==> config.mk <==
export PLATFORM = sky130hd
export DESIGN_NAME = riscv_if_bp
export DESIGN_NICKNAME = d
export VERILOG_FILES = /design/src/rtl/riscv_pkg.sv /design/src/rtl/riscv_btb.sv /design/src/rtl/riscv_if_bp.sv
export SDC_FILE = /design/constraint.sdc
export NUM_CORES = 1
export LEC_CHECK = 0
export CAP_MARGIN = 20
export CORE_UTILIZATION = 44
export CTS_BUF_LIST = sky130_fd_sc_hd__clkbuf_16
export DETAILED_ROUTE_END_ITERATION = 7
export PLACE_DENSITY = 0.65
export SLEW_MARGIN = 20
export SYNTH_ARGS = -nofsm -noshare
export SYNTH_HDL_FRONTEND = slang
export SYNTH_SLANG_ARGS = --single-unit
export TNS_END_PERCENT = 20
==> constraint.sdc <==
create_clock -name clk -period 3.7 [get_ports clk]
set_input_delay 0.37 -clock clk [delete_from_list [all_inputs] [get_ports clk]]
set_output_delay 0.37 -clock clk [all_outputs]
set_load 0.02 [all_outputs]
==> src/rtl/riscv_pkg.sv <==
// Shared RISC-V fetch definitions: opcodes, the injected bubble instruction,
// and immediate decoders used by the IF-stage next-PC logic.
package riscv_pkg;

    localparam logic [6:0]  OPCODE_JAL    = 7'b1101111;
    localparam logic [6:0]  OPCODE_BRANCH = 7'b1100011;
    localparam logic [31:0] NOP           = 32'h0000_0013;

    // UJ-format immediate. The argument is inst[31:12].
    function automatic logic [31:0] uj_imm(input logic [31:12] inst);
        return {{12{inst[31]}}, inst[19:12], inst[20], inst[30:21], 1'b0};
    endfunction

    // RVC CJ-format immediate (C.J / C.JAL). The argument is inst[12:2].
    function automatic logic [31:0] rvc_j_imm(input logic [12:2] inst);
        return {{21{inst[12]}}, inst[8], inst[10:9], inst[6], inst[7],
                inst[2], inst[11], inst[5:3], 1'b0};
    endfunction

    // True for either unconditional compressed jump: C.J (funct3=101) or
    // C.JAL (funct3=001, RV32 only). Both are quadrant 1.
    function automatic logic is_rvc_jal(input logic [15:0] inst);
        return ((inst & 16'hE003) == 16'hA001) || ((inst & 16'hE003) == 16'h2001);
    endfunction

endpackage

==> src/rtl/riscv_btb.sv <==
// Direct-mapped branch target buffer with saturating direction counters.
// Ports:
//   clk, rst_n                   clock, async active-low reset (clears valid bits)
//   lookup_pc_i                  fetch PC
//   hit_o, taken_o, target_o     combinational lookup result
//   fb_valid_i, fb_pc_i,
//   fb_taken_i, fb_target_i      resolved-branch feedback, written at the next edge
module riscv_btb #(
    parameter int BTB_ENTRIES = 16,
    parameter int CTR_BITS    = 2,
    parameter int XLEN        = 32
) (
    input  logic            clk,
    input  logic            rst_n,
    input  logic [XLEN-1:0] lookup_pc_i,
    output logic            hit_o,
    output logic            taken_o,
    output logic [XLEN-1:0] target_o,
    input  logic            fb_valid_i,
    input  logic [XLEN-1:0] fb_pc_i,
    input  logic            fb_taken_i,
    input  logic [XLEN-1:0] fb_target_i
);
    import riscv_pkg::*;

    localparam int IW = $clog2(BTB_ENTRIES);
    localparam int TW = XLEN - IW - 1;
    localparam logic [CTR_BITS-1:0] CTR_MAX  = {CTR_BITS{1'b1}};
    localparam logic [CTR_BITS-1:0] CTR_WEAK = CTR_BITS'(1 << (CTR_BITS - 1));

    logic                valid_q  [BTB_ENTRIES];
    logic [TW-1:0]       tag_q    [BTB_ENTRIES];
    logic [XLEN-1:0]     target_q [BTB_ENTRIES];
    logic [CTR_BITS-1:0] ctr_q    [BTB_ENTRIES];

    // Halfword granularity: bit 0 of a PC never selects anything.
    logic unused_lsb;
    assign unused_lsb = lookup_pc_i[0] ^ fb_pc_i[0];

    logic [IW-1:0] l_idx, u_idx;
    logic [TW-1:0] l_tag, u_tag;
    logic          u_hit;

    assign l_idx = lookup_pc_i[IW:1];
    assign l_tag = lookup_pc_i[XLEN-1:IW+1];
    assign u_idx = fb_pc_i[IW:1];
    assign u_tag = fb_pc_i[XLEN-1:IW+1];

    assign hit_o    = valid_q[l_idx] && (tag_q[l_idx] == l_tag);
    assign taken_o  = hit_o && ctr_q[l_idx][CTR_BITS-1];
    assign target_o = target_q[l_idx];

    assign u_hit = valid_q[u_idx] && (tag_q[u_idx] == u_tag);

    // Only the valid bits are reset; a write landing while reset is low
    // therefore never becomes visible.
    always_ff @(posedge clk or negedge rst_n) begin
        if (!rst_n) begin
            for (int i = 0; i < BTB_ENTRIES; i++) begin
                valid_q[i] <= 1'b0;
            end
        end else if (fb_valid_i && !u_hit && fb_taken_i) begin
            valid_q[u_idx] <= 1'b1;
        end
    end

    always_ff @(posedge clk) begin
        if (fb_valid_i) begin
            if (u_hit) begin
                if (fb_taken_i) begin
                    target_q[u_idx] <= fb_target_i;
                    if (ctr_q[u_idx] != CTR_MAX) begin
                        ctr_q[u_idx] <= ctr_q[u_idx] + CTR_BITS'(1);
                    end
                end else if (ctr_q[u_idx] != '0) begin
                    ctr_q[u_idx] <= ctr_q[u_idx] - CTR_BITS'(1);
                end
            end else if (fb_taken_i) begin
                tag_q[u_idx]    <= u_tag;
                target_q[u_idx] <= fb_target_i;
                ctr_q[u_idx]    <= CTR_WEAK;
            end
        end
    end

endmodule

==> src/rtl/riscv_if_bp.sv <==
// IF-stage next-PC unit with BTB-based dynamic prediction and static
// redirection of JAL / C.J / C.JAL. Drives the IF/ID pipeline register and
// passes the prediction down for checking in EX.
// Ports:
//   clk, rst_n                       clock, async active-low reset
//   stall, flush                     IF/ID hold / bubble; stall also holds the PC
//   make_correction, pc_correction   EX redirect (overrides stall)
//   inst_i, inst_ready,
//   inst_compressed                  aligned instruction from the realigner
//   fb_*                             resolved-branch feedback for the BTB
//   pc, step                         fetch PC, realigner advance
//   *_ppl                            IF/ID register fields
module riscv_if_bp #(
    parameter int          XLEN        = 32,
    parameter int          BTB_ENTRIES = 16,
    parameter int          CTR_BITS    = 2,
    parameter logic [31:0] NOP         = riscv_pkg::NOP
) (
    input  logic            clk,
    input  logic            rst_n,
    input  logic            stall,
    input  logic            flush,
    input  logic            make_correction,
    input  logic [XLEN-1:0] pc_correction,
    input  logic [31:0]     inst_i,
    input  logic            inst_ready,
    input  logic            inst_compressed,
    input  logic            fb_valid,
    input  logic [XLEN-1:0] fb_pc,
    input  logic            fb_taken,
    input  logic [XLEN-1:0] fb_target,
    output logic [XLEN-1:0] pc,
    output logic            step,
    output logic [31:0]     inst_ppl,
    output logic [XLEN-1:0] pc_ppl,
    output logic            compressed_ppl,
    output logic            pred_taken_ppl,
    output logic [XLEN-1:0] pred_target_ppl
);
    import riscv_pkg::*;

    logic [XLEN-1:0] pc_q, pc_d;
    logic [31:0]     inst_q;
    logic [XLEN-1:0] pc_ppl_q;
    logic            compressed_q;
    logic            pred_taken_q;
    logic [XLEN-1:0] pred_target_q;

    logic            bp_hit, bp_taken;
    logic [XLEN-1:0] bp_target;
    logic            is_jump;
    logic [31:0]     imm32;
    logic [XLEN-1:0] pc_step, jump_target;

    riscv_btb #(
        .BTB_ENTRIES (BTB_ENTRIES),
        .CTR_BITS    (CTR_BITS),
        .XLEN        (XLEN)
    ) u_btb (
        .clk         (clk),
        .rst_n       (rst_n),
        .lookup_pc_i (pc_q),
        .hit_o       (bp_hit),
        .taken_o     (bp_taken),
        .target_o    (bp_target),
        .fb_valid_i  (fb_valid),
        .fb_pc_i     (fb_pc),
        .fb_taken_i  (fb_taken),
        .fb_target_i (fb_target)
    );

    logic unused_hit;
    assign unused_hit = bp_hit;

    assign is_jump = inst_compressed ? is_rvc_jal(inst_i[15:0])
                                     : (inst_i[6:0] == OPCODE_JAL);
    assign imm32   = inst_compressed ? rvc_j_imm(inst_i[12:2])
                                     : uj_imm(inst_i[31:12]);

    assign pc_step     = pc_q + (inst_compressed ? XLEN'(2) : XLEN'(4));
    assign jump_target = pc_q + XLEN'(signed'(imm32));

    always_comb begin
        pc_d = pc_step;
        if (make_correction) begin
            pc_d = pc_correction;
        end else if (stall || !inst_ready) begin
            pc_d = pc_q;
        end else if (is_jump) begin
            pc_d = jump_target;
        end else if (bp_taken) begin
            pc_d = bp_target;
        end
    end

    assign step = !make_correction && !stall && inst_ready;

    always_ff @(posedge clk or negedge rst_n) begin
        if (!rst_n) begin
            pc_q <= '0;
        end else begin
            pc_q <= pc_d;
        end
    end

    // Stall takes precedence over flush so a held bubble keeps its contents.
    always_ff @(posedge clk or negedge rst_n) begin
        if (!rst_n) begin
            inst_q        <= NOP;
            pc_ppl_q      <= '0;
            compressed_q  <= 1'b0;
            pred_taken_q  <= 1'b0;
            pred_target_q <= '0;
        end else if (!stall) begin
            pc_ppl_q      <= pc_q;
            pred_target_q <= pc_d;
            if (flush || !inst_ready) begin
                inst_q       <= NOP;
                compressed_q <= 1'b0;
                pred_taken_q <= 1'b0;
            end else begin
                inst_q       <= inst_i;
                compressed_q <= inst_compressed;
                pred_taken_q <= is_jump || bp_taken;
            end
        end
    end

    assign pc              = pc_q;
    assign inst_ppl        = inst_q;
    assign pc_ppl          = pc_ppl_q;
    assign compressed_ppl  = compressed_q;
    assign pred_taken_ppl  = pred_taken_q;
    assign pred_target_ppl = pred_target_q;

endmodule
* Word level (Yosys, flattened, before mapping)
Memory sizes are Yosys's and may differ from the RTL's.
Cells that the tools add are included.
** Word-level totals
- Register bits after elaboration :: 146
- Memories :: 3
- Bits in writable memories :: 976
- Output and inout port bits :: 131
- Bits of input ports :: 137
** Cells by class
- Multiplexer cells :: 38
- Magnitude comparators :: 3
- Reductions and logical operators :: 17
- Bitwise gates (word level) :: 6
- Eq/ne operators :: 6
- $add $sub $neg :: 4
** Memory list
- u_btb.target_q :: words 16, bits a word 32, read ports 1, clocked after memory_dff 0, wr ports 1, RTL line riscv_btb.sv:33 : logic [XLEN-1:0] target_q [BTB_ENTRIES];
- u_btb.tag_q :: words 16, bits a word 27, read ports 2, clocked after memory_dff 0, wr ports 1, RTL line riscv_btb.sv:32 : logic [TW-1:0] tag_q [BTB_ENTRIES];
- u_btb.ctr_q :: words 16, bits a word 2, read ports 2, clocked after memory_dff 0, wr ports 1, RTL line riscv_btb.sv:34 : logic [CTR_BITS-1:0] ctr_q [BTB_ENTRIES];
** Operators by type and width (number)
- 2-to-1 mux 32 bit :: 7
- equality test 27 bit :: 2
- adder 32 x 3 -> 32 bit :: 1
- adder 32 bit :: 1
- 2-to-1 mux 1 bit :: 25
- bitwise OR 16 bit :: 1
- greater-or-equal comparator 5 bit (second input constant) :: 2
- NOT 4 -> 5 bit :: 2
- binary-select mux 1 bit (select 4 bit) :: 2
- logical AND 1 bit :: 8
- equality test 7 bit (second input constant) :: 1
- equality test 5 x 3 -> 1 bit (second input constant) :: 1
- equality test 5 bit (second input constant) :: 1
- < comparator 5 x 1 -> 1 bit (second input constant) :: 1
- demux 1 bit (select 4 bit) :: 1
- logical NOT 1 bit :: 4
- logical OR 1 bit :: 4
- 2-to-1 mux 2 bit :: 2
- 2-to-1 mux 3 bit :: 1
- bitwise OR 1 bit :: 3
- adder 2 x 1 -> 2 bit (second input constant) :: 1
- != test 2 bit (second input constant) :: 1
- nonzero test 2 bit :: 1
- subtractor 2 x 1 -> 2 bit (second input constant) :: 1

* Depth between registers and ports, before layout
- Depth in word-level cells :: 10
- Mapped depth :: 18

* By module
A second synthesis with hierarchy kept.
** Unflattened totals
- Cells, all modules :: 2905
- Area, all modules :: 51230.4 µm²
** By module, submodules not included
- riscv_btb :: cells each 1959, instances 1, seq. area each 29708.5 µm², area each 42736.0 µm²
- riscv_if_bp :: cells each 946, instances 1, seq. area each 3256.9 µm², area each 8494.4 µm²

* Least setup slack after synthesis
OpenSTA, ideal clock, no wires.
- Path kind :: input to register
- Start :: in fb_pc[4]
- End :: mem u_btb.target_q[12][0], enable pin
- Cell stages on the path :: 6
- Data required time :: 3.239 ns
- Library setup time :: 0.461 ns
- Arrival time :: 3.900 ns
- Path slack :: -0.661 ns
- Path through :: clkbuf_1 clkbuf_1 and2_1 clkbuf_1 nand3_1 nor3_1
** Between the ends
- Word-level cells in the longest chain between the ends :: 9
- Elaborated cells between the ends (all ways) :: 14
- Classes of those cells :: eq/ne (1); mux (9); bitwise (2); reduce/logical (1); memory (1)
** Ends and longest elaborated chain
- start, declared :: RTL line riscv_if_bp.sv:29 : input logic [XLEN-1:0] fb_pc,
- parallel branches: the longest is 9 deep, another holds memory (16 x 27 bit)
- end, declared :: RTL line riscv_btb.sv:33
Parallel ways; which one is timed is not known. The select of a mux whose other input is x is not followed.

* Worst setup path after layout
- Start :: reg pc_q[1] (netlist: pc[1])
- End :: reg pc_q[2] (netlist: pc[2])
** Between the ends
- Word-level cells in the longest chain between the ends :: 10
- Elaborated cells between the ends (all ways) :: 16
- Classes of those cells :: add/sub (2); eq/ne (1); mux (7); bitwise (1); reduce/logical (2); memory (3)
** Ends and longest elaborated chain
- start, declared :: RTL line riscv_if_bp.sv:42 : logic [XLEN-1:0] pc_q, pc_d;
- start signal, assigned :: RTL line riscv_if_bp.sv:102 : pc_q <= pc_d;
- parallel branches: the longest is 7 deep, another holds memory (16 x 27 bit)
- 2-to-1 mux 32 bit * :: RTL line riscv_if_bp.sv:89 : end else if (is_jump) begin
- 2-to-1 mux 32 bit * :: RTL line riscv_if_bp.sv:87 : end else if (stall || !inst_ready) begin
- 2-to-1 mux 32 bit * :: RTL line riscv_if_bp.sv:85 : if (make_correction) begin
- via pc_d[2] :: RTL line riscv_if_bp.sv:42
Mark *: on every way through the listed nets, which the timed path passes. The select of a mux whose other input is x is not followed.
A chain may end at the register's enable or synchronous reset.

==> flow_metrics.py <==
metrics = {
    "outcome": {
        "status": "complete, but fails checks",
        "violations": "negative setup slack",
    },
    "synth": {
        "synthSimpleGateAreaFrac_pct": 4.60,
        "avgSynthCellArea_um2": 17.7,
        "synth_top_area_share_pct": 58.0,
        "synth_cells": 2857,
        "synth_edf_count": 976,
        "synth_top_family_by_area": "multiplexers",
        "yosysSeqAreaShare_pct": 65.2,
        "synthArstFlopShare_pct": 13.0,
        "ys_types": 76,
        "synthMuxAreaShare_pct": 20.4,
        "mappedNetlistNets": 3028,
        "synth_xor_area_share_pct": 2.08,
        "ys_warn_count": 0,
        "synthTopCellsByArea": "edfxtp_1 (58%), mux4_2 (18%), dfrtp_1 (7.1%), xnor2_1 (1.5%), mux2_2 (1.3%)",
        "ys.flop_type": "edfxtp_1",
        "synth-seq-cells": 1122,
        "yosys.area.top_type": "edfxtp_1",
        "synth-adder-area-share_pct": 0.871,
        "netlist_area_mm2": 0.0506,
        "synth_compound_area_share_pct": 4.63,
    },
    "layout": {
        "fillers": 8734,
        "num-nets-final": 3657,
        "final_cell_mix": "edfxtp_1 (976), mux4_2 (398), buf_4 (341)",
        "design_area_mm2": 0.0632,
        "area_growth_pct": 24.9,
        "drive_above_1_share_pct": 33.9,
        "final_common_cell": "edfxtp_1",
    },
    "clock_tree": {
        "clk_latency_ns": 0.73,
        "clkTransAtPathRegs_ns": 0.06,
        "numCtsBuffers": 114,
        "cts_buffer_depth": 3,
        "clock-sinks": 1122,
        "cts_tree": "built",
        "htreeDepth": 3,
        "cts_root_buf": "clkbuf_16",
    },
    "setup_path": {
        "worstSetupEndpointType": "register",
        "critPathLaunchType": "register",
        "critPathRequiredTime_ns": 4.25,
        "criticalPathCategory": "register to register",
        "cp_max_fo": 12,
        "cp.arrival_ns": 4.56,
    },
    "floorplanning": {
        "ios": 268,
        "initial_core_util_pct": 44.3,
        "die_area_mm2": 0.116,
        "die_y_um": 341,
        "die_x_um": 341,
        "core_mm2": 0.114,
        "fp-row-count": 124,
    },
    "min_path": {
        "min_path_type": "primary input to register",
    },
    "routing": {
        "dr_wl_met2_um": 72500,
        "drt-total-wl_um": 152000,
        "highest_layer": "met5",
        "wl_met1_um": 60500,
        "dr_wl_met3_um": 14200,
        "viasPerCell": 6.14,
        "post_drt_wl_per_cell_um": 29.9,
        "drt_iter0_markers": 3566,
        "via_count": 31300,
        "drc_errors": 0,
        "drtPass1Iterations": 6,
        "antenna_left": 0,
    },
    "timing": {
        "period_minus_slack_ns": 4.01,
        "rsz0062_at_grt": "true",
        "slew_viol_final": 0,
        "fmaxAchievable_mhz": 249,
        "clock_skew_ns": 0.0488,
        "relSlewSlack_pct": 35.7,
        "tightest_slew_ns": 0.960,
        "finalWorstSetupSlack_ns": -0.311,
        "fin_setup_tns_ns": -10.45,
        "hold_violations": 0,
        "post-route-period-util_pct": 108,
        "setup_viol": 63,
    },
    "pwr": {
        "pwr_density_cell_mw_per_mm2": 493,
        "netSwitchingPower_uw": 8060,
        "switching_share_pct": 25.9,
        "p_comb_share_pct": 17.2,
        "ir_worst_vdd_v": 0.000447,
        "p_leak_uw": 0.0218,
        "intPower_uw": 23100,
        "clockPowerShare_pct": 36.7,
        "seq_power_share_pct": 46.1,
    },
    "global_routing": {
        "grt-ovfl-total": 0,
        "grt_usage_pct": 26.0,
        "antenna_found_initial": 12,
        "grt_max_degree": 115,
        "grt_pass1_vias": 32000,
        "grt_pass1_wl_um": 220000,
    },
    "place": {
        "place_congestion": 0.959,
        "placed_area_mm2": 0.0585,
        "dp.final_hpwl_um": 100000,
        "portBuffers": 266,
    },
    "job": {
        "max-cap-violations": 0,
    },
}
-- path summary, 6_finish.rpt --
path	cells after the start	start	end	slack (ns)
max reg2reg	12	pc[1]	pc[2]	-0.31
max	12	pc[1]	pc[2]	-0.31
min reg2reg	2	inst_ppl[0]	inst_ppl[0]	0.49
min in group asynchronous	2	rst_n	inst_ppl[25]	0.16
min	3	stall	pc_ppl[18]	0.14
max in group asynchronous	3	rst_n	pred_target_ppl[0]	2.68
-- stage by stage --
| stage | setup WS (ns) | util [%] | total power, uW | cells | hold slack [ns] |
|---|---|---|---|---|---|
| 2_1_floorplan | -0.450 | - | 17300 | 2857 | 0.0744 |
| 3_3_place_gp | -0.682 | 51.3 | 19700 | 4864 | 0.331 |
| 3_5_place_dp | -0.614 | 51.3 | 19700 | 4864 | 0.332 |
| 4_1_cts | -0.226 | 54.9 | 31200 | 5091 | 0.0853 |
| 5_1_grt | -0.364 | 55.3 | 32100 | 5098 | 0.147 |
| 6_report | -0.311 | 55.3 | 31100 | 5100 | 0.139 |
-- cells by family (layout without fill, tap and decap cells) --
family | count (synthesis) | after routing
AO/OA/AOI/OAI | 347 | 347
buffers and inverters | 233 | 961
multiplexers | 517 | 517
adder cells (fa/ha/maj) | 34 | 34
XOR/XNOR | 120 | 120
flip-flops | 1122 | 1122
AND/OR/NAND/NOR | 484 | 484
other | 0 | 3
-- registers in the layout (all words and copies together) (netlist names) --
register,count
compressed_ppl,1
inst_ppl,32
pc,32
pc_ppl,32
pred_taken_ppl,1
pred_target_ppl,32
u_btb.ctr_q,32
u_btb.tag_q,432
u_btb.target_q,512
u_btb.valid_q,16
-- metal layers --
| layer | track usage [%] | up-vias |
|---|---|---|
| li1 | - | 13000 |
| met3 | 4.62 | 259 |
| met2 | 41.8 | 1753 |
| met1 | 36.2 | 16300 |
| met4 | 8.33 | 12 |
| met5 | 0 | - |
-- what timing repair did --
action,CTS,global route
buffers inserted,10,4
resized for setup,55,80
endpoints found under the setup margin,414,485
hold endpoints to repair,46,0
gates cloned,1,2
pin swaps,29,22
hold buffers,1,0
-- area by class of cell --
| cell class | count | area, um^2 | area share, % |
|---|---|---|---|
| Sequential cell | 1122 | 33000 | 52.2 |
| Timing Repair Buffer | 709 | 7180 | 11.4 |
| Clock inverter | 101 | 898 | 1.42 |
| Tap cell | 1512 | 1890 | 3.00 |
| Inverter | 37 | 141 | 0.224 |
| Multi-Input combinational cell | 1502 | 17200 | 27.3 |
| Clock buffer | 114 | 2850 | 4.52 |
| Antenna cell | 3 | 7.51 | 0.0119 |
-- worst max-delay path, stage by stage, from the launching register on --
cell and delay [ns]:
dfrtp_4 0.44, buf_12 0.17, buf_8 0.12, mux4_4 0.60
mux4_2 0.53, xor2_1 0.17, a221o_1 0.30, nor4_2 0.27
and4_4 0.26, buf_12 0.15, mux2_2 0.38, o211ai_1 0.28
o311ai_1 0.15
-- Yosys cell counts, types with 47 or more instances --
master / n
mux2_2: 58
and3_1: 49
mux4_2: 398
dfrtp_1: 143
clkbuf_1: 103
o21ai_0: 94
nor2_1: 119
nand2_1: 131
mux2i_1: 55
xnor2_1: 87
a21oi_1: 47
edfxtp_1: 976
-- power groups by stage --
stage | clock network (uW) | logic, uW | registers [uW]
after global placement | 0 | 5040 | 14600
after global routing | 12100 | 5630 | 14400
final | 11400 | 5350 | 14400
after CTS | 11600 | 5240 | 14400
after floorplan | 0 | 2600 | 14700
after detailed placement | 0 | 5100 | 14600
No activity file was read; power rests on OpenSTA's default activity.
